`src/rtl/mult_div_unit_pkg.sv`:
```
// mult_div_unit_pkg
// Shared definitions for the iterative multiply/divide unit: operation
// codes, FSM state encodings and the iteration count.
package mult_div_unit_pkg;

  localparam int MD_WIDTH = 32;  // operand and HI/LO width
  localparam int MD_ITER  = 32;  // shift-add / restoring-divide iterations
  localparam int MD_CNT_W = 6;   // iteration counter width

  typedef enum logic [1:0] {
    MD_MULT  = 2'b00,
    MD_MULTU = 2'b01,
    MD_DIV   = 2'b10,
    MD_DIVU  = 2'b11
  } md_op_e;

  typedef enum logic [1:0] {
    MD_IDLE = 2'b00,
    MD_RUN  = 2'b01,
    MD_FIX  = 2'b10
  } md_state_e;

endpackage

```
`src/rtl/mult_div_unit_if.sv`:
```
// mult_div_unit_if
// Bundles the execute-stage side of the multiply/divide unit.
//   master (pipeline control): drives start/op/src_a/src_b and the
//                              MTHI/MTLO strobes; observes busy/done/hi/lo.
//   slave  (mult_div_unit):    the reverse.
interface mult_div_unit_if #(parameter int WIDTH = 32);

  logic             start;    // launch an operation (IDLE only)
  logic [1:0]       op;       // 00 MULT, 01 MULTU, 10 DIV, 11 DIVU
  logic [WIDTH-1:0] src_a;    // multiplicand / dividend (rs)
  logic [WIDTH-1:0] src_b;    // multiplier / divisor (rt)
  logic             wr_hi;    // MTHI strobe
  logic             wr_lo;    // MTLO strobe
  logic [WIDTH-1:0] wr_data;  // MTHI/MTLO data
  logic             busy;     // operation in progress
  logic             done;     // one-cycle result pulse
  logic [WIDTH-1:0] hi;       // HI register
  logic [WIDTH-1:0] lo;       // LO register

  modport master (
    output start, op, src_a, src_b, wr_hi, wr_lo, wr_data,
    input  busy, done, hi, lo
  );

  modport slave (
    input  start, op, src_a, src_b, wr_hi, wr_lo, wr_data,
    output busy, done, hi, lo
  );

endinterface

```
`src/rtl/md_negate32.sv`:
```
// md_negate32
// Combinational conditional two's-complement negate.
//   neg : 1 = output -a, 0 = output a
//   a   : 32-bit input
//   z   : 32-bit result
module md_negate32 (
  input  logic        neg,
  input  logic [31:0] a,
  output logic [31:0] z
);

  assign z = neg ? (~a + 32'd1) : a;

endmodule

```
`src/rtl/mult_div_unit.sv`:
```
// mult_div_unit
// Iterative 32-bit MULT/MULTU/DIV/DIVU unit holding the architectural HI/LO
// registers. Operands are reduced to magnitudes at launch, 32 iterations of
// shift-add (multiply) or restoring division run on a 64-bit working
// register, and a final FIX cycle applies the sign correction and writes
// HI/LO in one step.
//   clk : rising-edge clock
//   rst : synchronous active-high reset
//   md  : slave side of mult_div_unit_if (start/op/operands, MTHI/MTLO,
//         busy/done, hi/lo)
module mult_div_unit
  import mult_div_unit_pkg::*;
#(
  parameter int WIDTH = MD_WIDTH
) (
  input  logic            clk,
  input  logic            rst,
  mult_div_unit_if.slave  md
);

  md_state_e             state_q, state_d;
  md_op_e                op_q;
  logic [MD_CNT_W-1:0]   cnt_q;
  logic [WIDTH-1:0]      operand_q;   // |multiplicand| or |divisor|
  logic [2*WIDTH-1:0]    work_q, work_d;
  logic                  neg_lo_q;    // negate LO (product / quotient)
  logic                  neg_hi_q;    // negate HI (product / remainder)
  logic                  dz_q;        // divide by zero seen at launch
  logic [WIDTH-1:0]      a_raw_q;     // raw dividend for divide-by-zero HI
  logic [WIDTH-1:0]      hi_q, hi_d, lo_q, lo_d;
  logic                  done_q;

  // ---------------- launch-side operand conditioning ----------------
  logic             launch;
  logic             in_signed, in_div, sign_a, sign_b;
  logic [WIDTH-1:0] abs_a, abs_b;

  assign launch    = (state_q == MD_IDLE) && md.start;
  assign in_signed = (md.op == MD_MULT) || (md.op == MD_DIV);
  assign in_div    = (md.op == MD_DIV)  || (md.op == MD_DIVU);
  assign sign_a    = in_signed & md.src_a[WIDTH-1];
  assign sign_b    = in_signed & md.src_b[WIDTH-1];

  md_negate32 u_abs_a (.neg(sign_a), .a(md.src_a), .z(abs_a));
  md_negate32 u_abs_b (.neg(sign_b), .a(md.src_b), .z(abs_b));

  // ---------------- shared 33-bit adder/subtractor ----------------
  logic             is_div;
  logic [WIDTH:0]   rem_shift;        // {rem, quo[31]}: remainder after left shift
  logic [WIDTH:0]   add_x, add_y, sum;
  logic             trial_ok;

  assign is_div    = (op_q == MD_DIV) || (op_q == MD_DIVU);
  assign rem_shift = {work_q[2*WIDTH-1:WIDTH], work_q[WIDTH-1]};

  // Divide subtracts via x + ~y + 1; multiply adds the multiplicand only
  // when the current multiplier LSB is set.
  assign add_x = is_div ? rem_shift : {1'b0, work_q[2*WIDTH-1:WIDTH]};
  assign add_y = is_div ? ~{1'b0, operand_q}
                        : (work_q[0] ? {1'b0, operand_q} : '0);
  assign sum   = add_x + add_y + {{WIDTH{1'b0}}, is_div};

  // rem < divisor always holds, so the trial result is non-negative exactly
  // when no borrow reaches bit 32.
  assign trial_ok = ~sum[WIDTH];

  always_comb begin
    work_d = work_q;
    if (launch) begin
      // Multiply: {acc=0, mplr=|b|}, operand=|a|.
      // Divide:   {rem=0, quo=|a|}, operand=|b|.
      work_d = {{WIDTH{1'b0}}, in_div ? abs_a : abs_b};
    end else if (state_q == MD_RUN) begin
      if (is_div) begin
        work_d = {(trial_ok ? sum[WIDTH-1:0] : rem_shift[WIDTH-1:0]),
                  work_q[WIDTH-2:0], trial_ok};
      end else begin
        work_d = {sum, work_q[WIDTH-1:1]};
      end
    end
  end

  // ---------------- FIX-stage sign correction ----------------
  logic [WIDTH-1:0] hi_raw, lo_raw, lo_fix, hi_neg, hi_fix;
  logic             lo_zero, hi_neg_en, hi_inv_only;

  assign hi_raw  = work_q[2*WIDTH-1:WIDTH];
  assign lo_raw  = work_q[WIDTH-1:0];
  assign lo_zero = (lo_raw == '0);

  // A 64-bit product negate is ~{hi,lo}+1: the +1 carries into HI only when
  // LO is zero, otherwise HI is just inverted.
  assign hi_neg_en   = neg_hi_q && (is_div || lo_zero);
  assign hi_inv_only = !is_div && neg_hi_q && !lo_zero;

  md_negate32 u_fix_lo (.neg(neg_lo_q),  .a(lo_raw), .z(lo_fix));
  md_negate32 u_fix_hi (.neg(hi_neg_en), .a(hi_raw), .z(hi_neg));

  assign hi_fix = hi_inv_only ? ~hi_raw : hi_neg;

  // ---------------- HI/LO next state ----------------
  always_comb begin
    hi_d = hi_q;
    lo_d = lo_q;
    if (state_q == MD_FIX) begin
      if (dz_q) begin
        hi_d = a_raw_q;
        lo_d = '1;
      end else begin
        hi_d = hi_fix;
        lo_d = lo_fix;
      end
    end else if ((state_q == MD_IDLE) && !md.start) begin
      if (md.wr_hi) hi_d = md.wr_data;
      if (md.wr_lo) lo_d = md.wr_data;
    end
  end

  // ---------------- FSM ----------------
  always_comb begin
    state_d = state_q;
    case (state_q)
      MD_IDLE: if (md.start) state_d = MD_RUN;
      MD_RUN:  if (cnt_q == MD_CNT_W'(MD_ITER - 1)) state_d = MD_FIX;
      MD_FIX:  state_d = MD_IDLE;
      default: state_d = MD_IDLE;
    endcase
  end

  always_ff @(posedge clk) begin
    if (rst) begin
      state_q <= MD_IDLE;
    end else begin
      state_q <= state_d;
    end
  end

  // ---------------- datapath registers ----------------
  always_ff @(posedge clk) begin
    if (rst) begin
      op_q      <= MD_MULT;
      cnt_q     <= '0;
      operand_q <= '0;
      work_q    <= '0;
      neg_lo_q  <= 1'b0;
      neg_hi_q  <= 1'b0;
      dz_q      <= 1'b0;
      a_raw_q   <= '0;
      hi_q      <= '0;
      lo_q      <= '0;
      done_q    <= 1'b0;
    end else begin
      work_q <= work_d;
      hi_q   <= hi_d;
      lo_q   <= lo_d;
      done_q <= (state_q == MD_FIX);
      if (launch) begin
        op_q      <= md_op_e'(md.op);
        cnt_q     <= '0;
        operand_q <= in_div ? abs_b : abs_a;
        neg_lo_q  <= sign_a ^ sign_b;
        neg_hi_q  <= in_div ? sign_a : (sign_a ^ sign_b);
        dz_q      <= in_div && (md.src_b == '0);
        a_raw_q   <= md.src_a;
      end else if (state_q == MD_RUN) begin
        cnt_q <= cnt_q + 1'b1;
      end
    end
  end

  assign md.busy = (state_q != MD_IDLE);
  assign md.done = done_q;
  assign md.hi   = hi_q;
  assign md.lo   = lo_q;

endmodule
```
`src/flat_wrapper.sv`:
```
// flat-port wrapper written by rule: the top's interface ports become plain ports
module mult_div_unit_flat import mult_div_unit_pkg::*;
#(
  parameter int WIDTH = MD_WIDTH
)
  (clk, rst, md_start, md_op, md_src_a, md_src_b, md_wr_hi, md_wr_lo, md_wr_data, md_busy, md_done, md_hi, md_lo);
  mult_div_unit_if #(.WIDTH(WIDTH)) md_i ();
  input  logic clk;
  input  logic rst;
  input wire logic [$bits(md_i.start)-1:0] md_start;
  input wire logic [$bits(md_i.op)-1:0] md_op;
  input wire logic [$bits(md_i.src_a)-1:0] md_src_a;
  input wire logic [$bits(md_i.src_b)-1:0] md_src_b;
  input wire logic [$bits(md_i.wr_hi)-1:0] md_wr_hi;
  input wire logic [$bits(md_i.wr_lo)-1:0] md_wr_lo;
  input wire logic [$bits(md_i.wr_data)-1:0] md_wr_data;
  output wire logic [$bits(md_i.busy)-1:0] md_busy;
  output wire logic [$bits(md_i.done)-1:0] md_done;
  output wire logic [$bits(md_i.hi)-1:0] md_hi;
  output wire logic [$bits(md_i.lo)-1:0] md_lo;
  assign md_i.start = md_start;
  assign md_i.op = md_op;
  assign md_i.src_a = md_src_a;
  assign md_i.src_b = md_src_b;
  assign md_i.wr_hi = md_wr_hi;
  assign md_i.wr_lo = md_wr_lo;
  assign md_i.wr_data = md_wr_data;
  assign md_busy = md_i.busy;
  assign md_done = md_i.done;
  assign md_hi = md_i.hi;
  assign md_lo = md_i.lo;
  mult_div_unit #(.WIDTH(WIDTH)) u_core (.clk(clk), .rst(rst), .md(md_i));
endmodule
```
`config.mk`:
```
export PLATFORM = sky130hd
export DESIGN_NAME = mult_div_unit_flat
export DESIGN_NICKNAME = d
export VERILOG_FILES = /design/src/rtl/mult_div_unit_pkg.sv /design/src/rtl/mult_div_unit_if.sv /design/src/rtl/md_negate32.sv /design/src/rtl/mult_div_unit.sv /design/src/flat_wrapper.sv
export SDC_FILE = /design/constraint.sdc
export NUM_CORES = 1
export LEC_CHECK = 0
export BUFFER_PORTS_ARGS = -buffer_cell sky130_fd_sc_hd__buf_4
export CAP_MARGIN = 30
export CORE_MARGIN = 2
export CORE_UTILIZATION = 50
export DETAILED_ROUTE_END_ITERATION = 8
export PLACE_DENSITY = 0.72
export SYNTH_ARGS = -nofsm -noshare
export SYNTH_HDL_FRONTEND = slang
export SYNTH_HIERARCHICAL = 1
export SYNTH_SLANG_ARGS = --single-unit
```
`constraint.sdc`:
```
create_clock -name clk -period 4.8 [get_ports clk]
set_input_delay 1.2 -clock clk [delete_from_list [all_inputs] [get_ports clk]]
set_output_delay 1.2 -clock clk [all_outputs]
set_load 0.05 [all_outputs]
```
======== After elaboration in Yosys (flattened, before gate mapping) ========
Cells that the tools add are included.
storage, ports and cells
  output and inout port bits .............. 66
  memories ................................ 0
  input port bits ......................... 103
  latch bits .............................. 0
  register bits ........................... 206
  memory bits (read-only) ................. 0
  RAM bits ................................ 0
cells by class
  equal/unequal tests ..................... 9
  reduce and logical (&&, ||, !) cells .... 26
  divide/modulo/power cells ............... 0
  shift-type cells ........................ 0
  multiplexer cells ....................... 26
  magnitude comparators ................... 0
  bitwise logic cells ..................... 9
  add/sub/neg operators ................... 7
  $mul .................................... 0
operator list
  operator                                                          number
  32-bit 2-to-1 mux                                                 19
  32-bit by 1-bit adder with 32-bit output (second input constant)  4
  32-bit NOT                                                        4
  33-bit 2-to-1 mux                                                 2
  32-bit logical NOT                                                2
  64-bit 2-to-1 mux                                                 1
  33-bit by 1-bit adder with 33-bit output                          1
  33-bit adder                                                      1
  32-bit NOT with 33-bit output                                     1
  2-bit == test (second input constant)                             5
  2-bit nonzero test                                                5
  6-bit by 1-bit adder with 6-bit output (second input constant)    1
  6-bit by 5-bit == test with 1-bit output (second input constant)  1
  1-bit logical AND                                                 6
  2-bit AND reduction                                               3
  2-bit logical NOT                                                 2
  1-bit logical OR                                                  4
  2-bit 2-to-1 mux                                                  2
  2-bit inequality test (second input constant)                     2
  2-bit case mux with 2 select lines                                1
  1-bit logical NOT                                                 3
  1-bit bitwise AND                                                 2
  2-bit by 1-bit == test with 1-bit output (second input constant)  1
  2-bit OR reduction                                                1
  3 further kinds                                                   3

======== Logic depth before layout (Yosys ltp) ========
Gate-level depths: netlist (run 1).
  word-level depth ........................ 9
  depth in mapped cells ................... 18
  gate-level depth less buffers ........... 15

======== Hierarchy ========
The synthesis (run 1) kept the hierarchy.
modules (own cells, without submodules)
  module         area each (sq um)  times used  cells an instance
  mult_div_unit  12852.3            1           1698
  md_negate32    777.0              4           99

======== Least setup slack after synthesis (run 1) ========
No wires, ideal clock.
  path kind ............................... register -> register
  from .................................... register u_core.op_q[1]
  to ...................................... register u_core.work_q[34]
  slack ................................... 0.374 ns
  stages on the path, launching flop included .. 17
  arrival time ............................ 4.311 ns
  library setup time ...................... 0.115 ns
  path through ............................ dfxtp_1 -> clkbuf_1 -> clkbuf_1 -> buf_1 -> buf_1 -> mux2_2 -> ha_1 -> buf_2 -> nand4_1 -> nor2_1 -> nor4_1 -> a22oi_1 -> o221ai_4 -> xor2_1 -> buf_4 -> mux2_2 -> o21a_1
between the ends
  word-level cells in the longest chain between the ends .. 7
  elaborated cells on any way between the ends .. 9
  classes of those cells .................. 2 x add/sub; 2 x eq/ne; 4 x mux; 1 x reduce/logical
RTL lines
  item                                         RTL line                                  text
  start: declaration                           mult_div_unit.sv:22                       md_op_e op_q;
  start signal: assignment                     mult_div_unit.sv:158                      op_q <= md_op_e'(md.op);
  2-bit == test                                mult_div_unit.sv:53                       assign is_div = (op_q == MD_DIV) || (op_q == MD_DIVU);
  1-bit logical OR (*)                         mult_div_unit.sv:53
  33-bit 2-to-1 mux, on equally long branches  mult_div_unit.sv:58, mult_div_unit.sv:59
  33-bit adder                                 mult_div_unit.sv:61                       assign sum = add_x + add_y + {{WIDTH{1'b0}}, is_div};
  33-bit by 1-bit adder with 33-bit output     mult_div_unit.sv:61
  32-bit 2-to-1 mux                            mult_div_unit.sv:75                       work_d = {(trial_ok ? sum[WIDTH-1:0] : rem_shift[WIDTH-1:0]),
  64-bit 2-to-1 mux (*)                        mult_div_unit.sv:74                       if (is_div) begin
  end signal: assignment                       mult_div_unit.sv:153                      work_q <= work_d;
  end: declaration                             mult_div_unit.sv:25                       logic [2*WIDTH-1:0] work_q, work_d;
Every way passes the cells marked *; elsewhere a longest branch is shown, timed or not.
A chain may end at the register's enable or synchronous reset.

======== Final worst setup path (run 1) ========
  from .................................... register u_core.work_q[0]
  to ...................................... register u_core.work_q[54]
between the ends
  word-level cells in the longest chain between the ends .. 6
RTL lines
  item                                          RTL line             text
  32-bit 2-to-1 mux (*)                         mult_div_unit.sv:60  : (work_q[0] ? {1'b0, operand_q} : '0);
  33-bit 2-to-1 mux (*)                         mult_div_unit.sv:59  assign add_y = is_div ? ~{1'b0, operand_q}
  33-bit adder (*)                              mult_div_unit.sv:61
  33-bit by 1-bit adder with 33-bit output (*)  mult_div_unit.sv:61
  32-bit 2-to-1 mux                             mult_div_unit.sv:75
  64-bit 2-to-1 mux (*)                         mult_div_unit.sv:74
Marked as above.

==> impl_metrics.ini, run 1 <==
[worst_setup_path]
crit_family = compound AO/OA/AOI/OAI gates
path_cells = inv_1, nor2_2, buf_4, nand2_1, o21ai_0, ha_1, nand2_1, o311ai_2, nor4_1, a22oi_1, o221ai_4, xnor2_4, mux2i_1, nand2_1, a32o_1
cp_data_required_time_ns = 5.23
crit_arrival_ns = 4.50
path_buf_inv = 2
end_kind = register
crit_path_max_incr_delay_ns = 0.54
path_class = reg -> reg
path_max_fanout = 31
crit_slowest_cell = xnor2_4
start_kind = register
cp_common_cell = nand2_1

[power_and_ir_drop]
irDropWorstVdd_v = 0.000235
p_per_area_nw_per_um2 = 287
p_leak_nw = 7.10
power_mw = 5.25

[cts]
htree_num_levels = 1
tritoncts = built
postCtsHoldBufs = 0
cts-root-buf = clkbuf_16
cts_buffer_depth = 3
numCtsBuffers = 24
cts_setup_buffers = 0
insertion_delay_ns = 0.54
cts_sinks = 205
clk_pin_slew_ns = 0.06
post_cts_resized = 0

[global_routing]
grt_first_pass_wirelength_um = 83800
grt_max_degree = 161
grt_pass1_vias = 14400
gr-usage-all-layers_pct = 31.9
grt_use_met2_pct = 49.4
grt.met3_usage_pct = 3.67
overflow = 0
grt_util_met1_pct = 46.0
grt.busiest_layer = met2
antenna_found_initial = 0

[drt]
routedWlPerCell_um = 21.2
drtAntennaViolNets = 0
post-route-drc-count = 0
detailedRoute.firstPassIterationCount = 8
drtIter0Drc = 1908
viasPerCell = 6.30
wl_um = 54800
vias = 16300

[sta]
tns_ns = 0
tightest_slew_ns = 1.03
rsz0062_at_grt = false
period_share_pct = 84.7
hold_viol = 0
drv_slew = 0
max-slew-margin-rel_pct = 31.0
final-setup-viol-count = 0
fin_skew_ns = 0.0185
layout_min_cycle_time_ns = 4.07
fmax_mhz = 246

[die]
start_util_pct = 50.7
die_h_um = 183
die_width_um = 183
dieArea_um2 = 33400
fp-row-count = 65
ioPinCount = 169
coreArea_um2 = 31500

[yosys]
synthTopCellsByArea = dfxtp_1, xnor2_1, mux2i_1
synthCells = 2094
ys_ff_latch = 205
seq_area_frac_synth_pct = 25.7
synth_top_cell_area_share_pct = 25.7
syn_nets = 2235
synthFlopType = dfxtp_1
synth.distinct_cells = 70
synthArstFlopShare_pct = 0
synth_edf_count = 0
yosysTopAreaCell = dfxtp_1
netlist_area_um2 = 16000
ys_warn_count = 6
avgSynthCellArea_um2 = 7.62

[cells_and_area]
syn_to_final_growth_pct = 14.5
most-common-layout-cells = nand2_1, nor2_1, dfxtp_1
fill_cells = 2932
nets = 2308
diodes = 0
final_common_cell = nand2_1
layoutNonFillerInstCount = 2586
drive_gt1_share_pct = 15.8
final_area_um2 = 18300

[placed_design]
placed_cells = 2542
hpwl_um = 42000
io_buffers = 168
dpl_cell_area_um2 = 17400
place.gp.congestion = 1.00

[min_path]
hp-class = reg -> reg

[status]
status = complete, no violations

[run]
drv_cap = 0
[power by group]
part	switching (mW)	internal (mW)
sequential	0.161	1.81
clock	0.754	1.11
combinational	0.898	0.511
[metrics by stage]
stage	hold slack [ns]	setup slack, ns	util (%)
after floorplan	0.432	0.374	-
after global placement	0.442	0.806	55.4
after detailed placement	0.446	0.748	55.4
after CTS	0.455	0.721	58.0
after global routing	0.476	0.383	58.0
final	0.455	0.733	58.0
[kinds of logic (layout without fill, tap and decap cells)]
family | count (synthesis) | after routing | share of synthesized area, %
and+or+nand+nor | 765 | 765 | 23.6
xor gates and xnor gates | 154 | 154 | 8.57
DFF | 205 | 205 | 25.7
muxes | 149 | 149 | 9.59
AOI/OAI and AO/OA | 606 | 606 | 25.0
buffers and inverters | 177 | 267 | 4.48
adders and majority gates | 38 | 38 | 3.07
[worst min-delay path: cells and delay by family (launching register included)]
family	cells	cell delay, ns
AOI/OAI and AO/OA	1	0.05
DFF	1	0.31
and+or+nand+nor	1	0.05
[Yosys cell counts, drive strengths merged (36+ instances only)]
| cell | n |
|---|---|
| mux2i | 118 |
| nand2 | 265 |
| buf | 39 |
| dfxtp | 205 |
| ha | 36 |
| o21ai | 179 |
| xnor2 | 136 |
| nor2b | 40 |
| o41ai | 36 |
| clkbuf | 115 |
| a211oi | 106 |
| nor2 | 214 |
| nor4 | 41 |
| a21oi | 158 |
| nor3 | 89 |
[final timing paths]
| check | start | end | slack [ns] | cells after the start |
|---|---|---|---|---|
| worst min register to register | u_core/a_raw_q[31] | u_core/a_raw_q[31] | 0.45 | 2 |
| worst min-delay path | u_core/a_raw_q[31] | u_core/a_raw_q[31] | 0.45 | 2 |
| worst max register to register | u_core/work_q[0] | u_core/work_q[54] | 0.73 | 15 |
| worst max-delay path | u_core/work_q[0] | u_core/work_q[54] | 0.73 | 15 |
[flip-flops by register name, summed over array words and instances, names as in the netlist]
register          cells
u_core/work_q        64
u_core/a_raw_q       32
u_core/md.hi         32
u_core/md.lo         32
u_core/operand_q     32
u_core/cnt_q          6
u_core/state_q        2
u_core/dz_q           1
u_core/md.done        1
u_core/neg_hi_q       1
u_core/neg_lo_q       1
u_core/op_q           1
[final cells by class]
cell class / count / area, µm² / share of cell area [%]
clock buffer: 34 / 689 / 3.77
clock inverter: 9 / 116 / 0.637
inverter: 23 / 86.3 / 0.473
multi-input combinational: 1712 / 11200 / 61.2
sequential: 205 / 4110 / 22.5
tap: 402 / 503 / 2.75
timing repair buffer: 201 / 1580 / 8.64
[layer usage]
metal,share of wire [%],vias up
met2,44,816
li1,-,7738
met5,0,-
met4,3.5,0
met1,44,7628
met3,9.2,101
(Power assumes the default switching activity.)
==> run 2, diff against run 1 <==
- ABC_AREA: unset -> 1
- clock period: 4.8 -> 3.35 ns (I/O delays scaled with it)
==> impl_metrics.ini, run 2 <==
[status]
status = complete, no violations

[yosys]
ys_warn_count = 6
synth_top_cell_area_share_pct = 22.6
synth-simple-area-share_pct = 38.4
synth_commonest_cells = nand2_1, inv_1, nor2_1
synth_compound_area_share_pct = 19.7
yosysMostFrequentCell = nand2_1
synthXorXnorAreaFrac_pct = 3.52
netlist_area_um2 = 18100
synthFlopType = dfxtp_1
yosys.area_share.adder_pct = 2.70
ys_ff_latch = 205
yosysTopAreaCell = dfxtp_1
syn_nets = 3266
avgSynthCellArea_um2 = 5.81
synth_edf_count = 0
synth_top_family_by_area = simple AND/OR/NAND/NOR gates
synthMuxAreaShare_pct = 1.77
synthTopCellsByArea = dfxtp_1, nand2_1, o21ai_0
synth.distinct_cells = 48
seq_area_frac_synth_pct = 22.6
synthArstFlopShare_pct = 0
synthCells = 3125

[drt]
routedWlPerCell_um = 19.4
drtIter0Drc = 2269
viasPerCell = 5.68
detailedRoute.firstPassIterationCount = 6
vias = 21000
wl_um = 71900
drtAntennaViolNets = 0
post-route-drc-count = 0

[power_and_ir_drop]
p_leak_nw = 10.1
p_per_area_nw_per_um2 = 432
irDropWorstVdd_v = 0.000355
power_mw = 8.99

[cells_and_area]
top_register = u_core/work_q
nets = 3357
final_core_util_pct = 58.3
largest_reg_flops = 64
final_common_cell = nand2_1
layoutNonFillerInstCount = 3699
most-common-layout-cells = nand2_1, inv_1, nor2_1
final_area_um2 = 20800
drive_gt1_share_pct = 13.0
syn_to_final_growth_pct = 14.6

[global_routing]
gr-usage-all-layers_pct = 36.9
grt_first_pass_wirelength_um = 109000
grt_pass1_vias = 19000
antenna_found_initial = 5
grt_max_degree = 68
overflow = 0

[placed_design]
pre_cts_ws_ns = 0.350
hpwl_um = 56600
place.gp.congestion = 1.03
dpl_cell_area_um2 = 19900
placed_cells = 3649
io_buffers = 168

[sta]
drv_slew = 0
hold_ws_ns = 0.455
fmax_mhz = 318
period_share_pct = 94.0
layout_min_cycle_time_ns = 3.15
hold_viol = 0
fin_skew_ns = 0.0155
tightest_slew_ns = 0.957
setup_slack_ns = 0.201
final-setup-viol-count = 0
rsz0062_at_grt = false
tns_ns = 0
max-slew-margin-rel_pct = 36.1

[worst_setup_path]
start_kind = register
cp_common_cell = nor2_1
path_class = reg -> reg
path_buf_inv = 3
crit_family = simple AND/OR/NAND/NOR gates
crit_path_max_incr_delay_ns = 0.43
path_max_fanout = 34
cp_data_required_time_ns = 3.75
path_cells = buf_12, nor2_1, nand3_1, nor2_1, nand4_1, a21oi_2, buf_12, inv_6, nor2_1, nor2_4, nand3_1, nand2_1, nand2_1, o21ai_0, o21ai_0, a21oi_1
startpoint = u_core/work_q[0]
crit_slowest_cell = o21ai_0
crit_arrival_ns = 3.55
end_kind = register
rr_startpoint = u_core/work_q[0]

[die]
coreArea_um2 = 35700
fp-row-count = 69
start_util_pct = 50.9
die_h_um = 195
dieArea_um2 = 37800
ioPinCount = 169
die_width_um = 195

[cts]
cts_buffer_depth = 3
cts_setup_buffers = 0
cts_sinks = 205
htree_num_levels = 1
tritoncts = built
clk_pin_slew_ns = 0.06
insertion_delay_ns = 0.54
postCtsHoldBufs = 0
cts-root-buf = clkbuf_16
numCtsBuffers = 25

[run]
drv_cap = 0

[min_path]
hp-class = reg -> reg
hold_start = u_core/md.lo[20]
[run 2: cell count changes after synthesis, sizes merged, moves of 32 or more]
cell    change
o21ai     +142
nor2      +180
mux2i      -86
nor4       -33
o31ai      -32
xnor2      -89
o41ai      -36
nor2b      -40
nor3       -78
a211oi     -41
nand3     +120
nand2     +754
inv       +342
[run 2: final cells by class]
class	instances	area, µm²
fill	3679	14900
multi-input combinational	2401	12000
sequential	205	4110
timing repair buffer	217	1780
inverter	366	1400
clock buffer	33	716
tap	461	577
clock inverter	12	179
antenna	4	10.0
[run 2: final timing paths]
check / endpoint / slack (ns) / cells after the start
setup reg to reg: u_core/md.hi[17] / 0.20 / 16
hold / removal: u_core/md.lo[20] / 0.46 / 2
hold reg to reg: u_core/md.lo[20] / 0.46 / 2
setup / recovery: u_core/md.hi[17] / 0.20 / 16
[run 2: repair_timing]
item / 4_1_cts / 5_1_grt
gates resized for setup: 0 / 1
endpoints found under the setup margin: 0 / 1
hold endpoints to repair: 0 / 0
[run 2: tightest hold or removal path, delay by kind of cell (launching register included)]
kind	cells	cell delay (ns)
AO/OA/AOI/OAI	1	0.05
buffers and inverters	1	0.05
flip-flops	1	0.31
[run 2: per-layer routing]
layer	track usage [%]	wire length (µm)	vias to the layer above
met4	17.7	3610	2
met1	51.1	31000	9511
met2	57.1	30600	1099
met5	0	13	-
li1	-	-	10300
met3	4.46	6720	158
[run 2: cell families after synthesis]
group / Yosys count
DFF: 205
muxes: 32
adders and majority gates: 38
AOI/OAI and AO/OA: 634
buffers and inverters: 519
and+or+nand+nor: 1624
xor gates and xnor gates: 73
[run 2: report_power, final]
group | switching [mW] | internal (mW)
clock network | 1.16 | 1.81
registers | 0.275 | 2.64
logic | 2.09 | 1.02
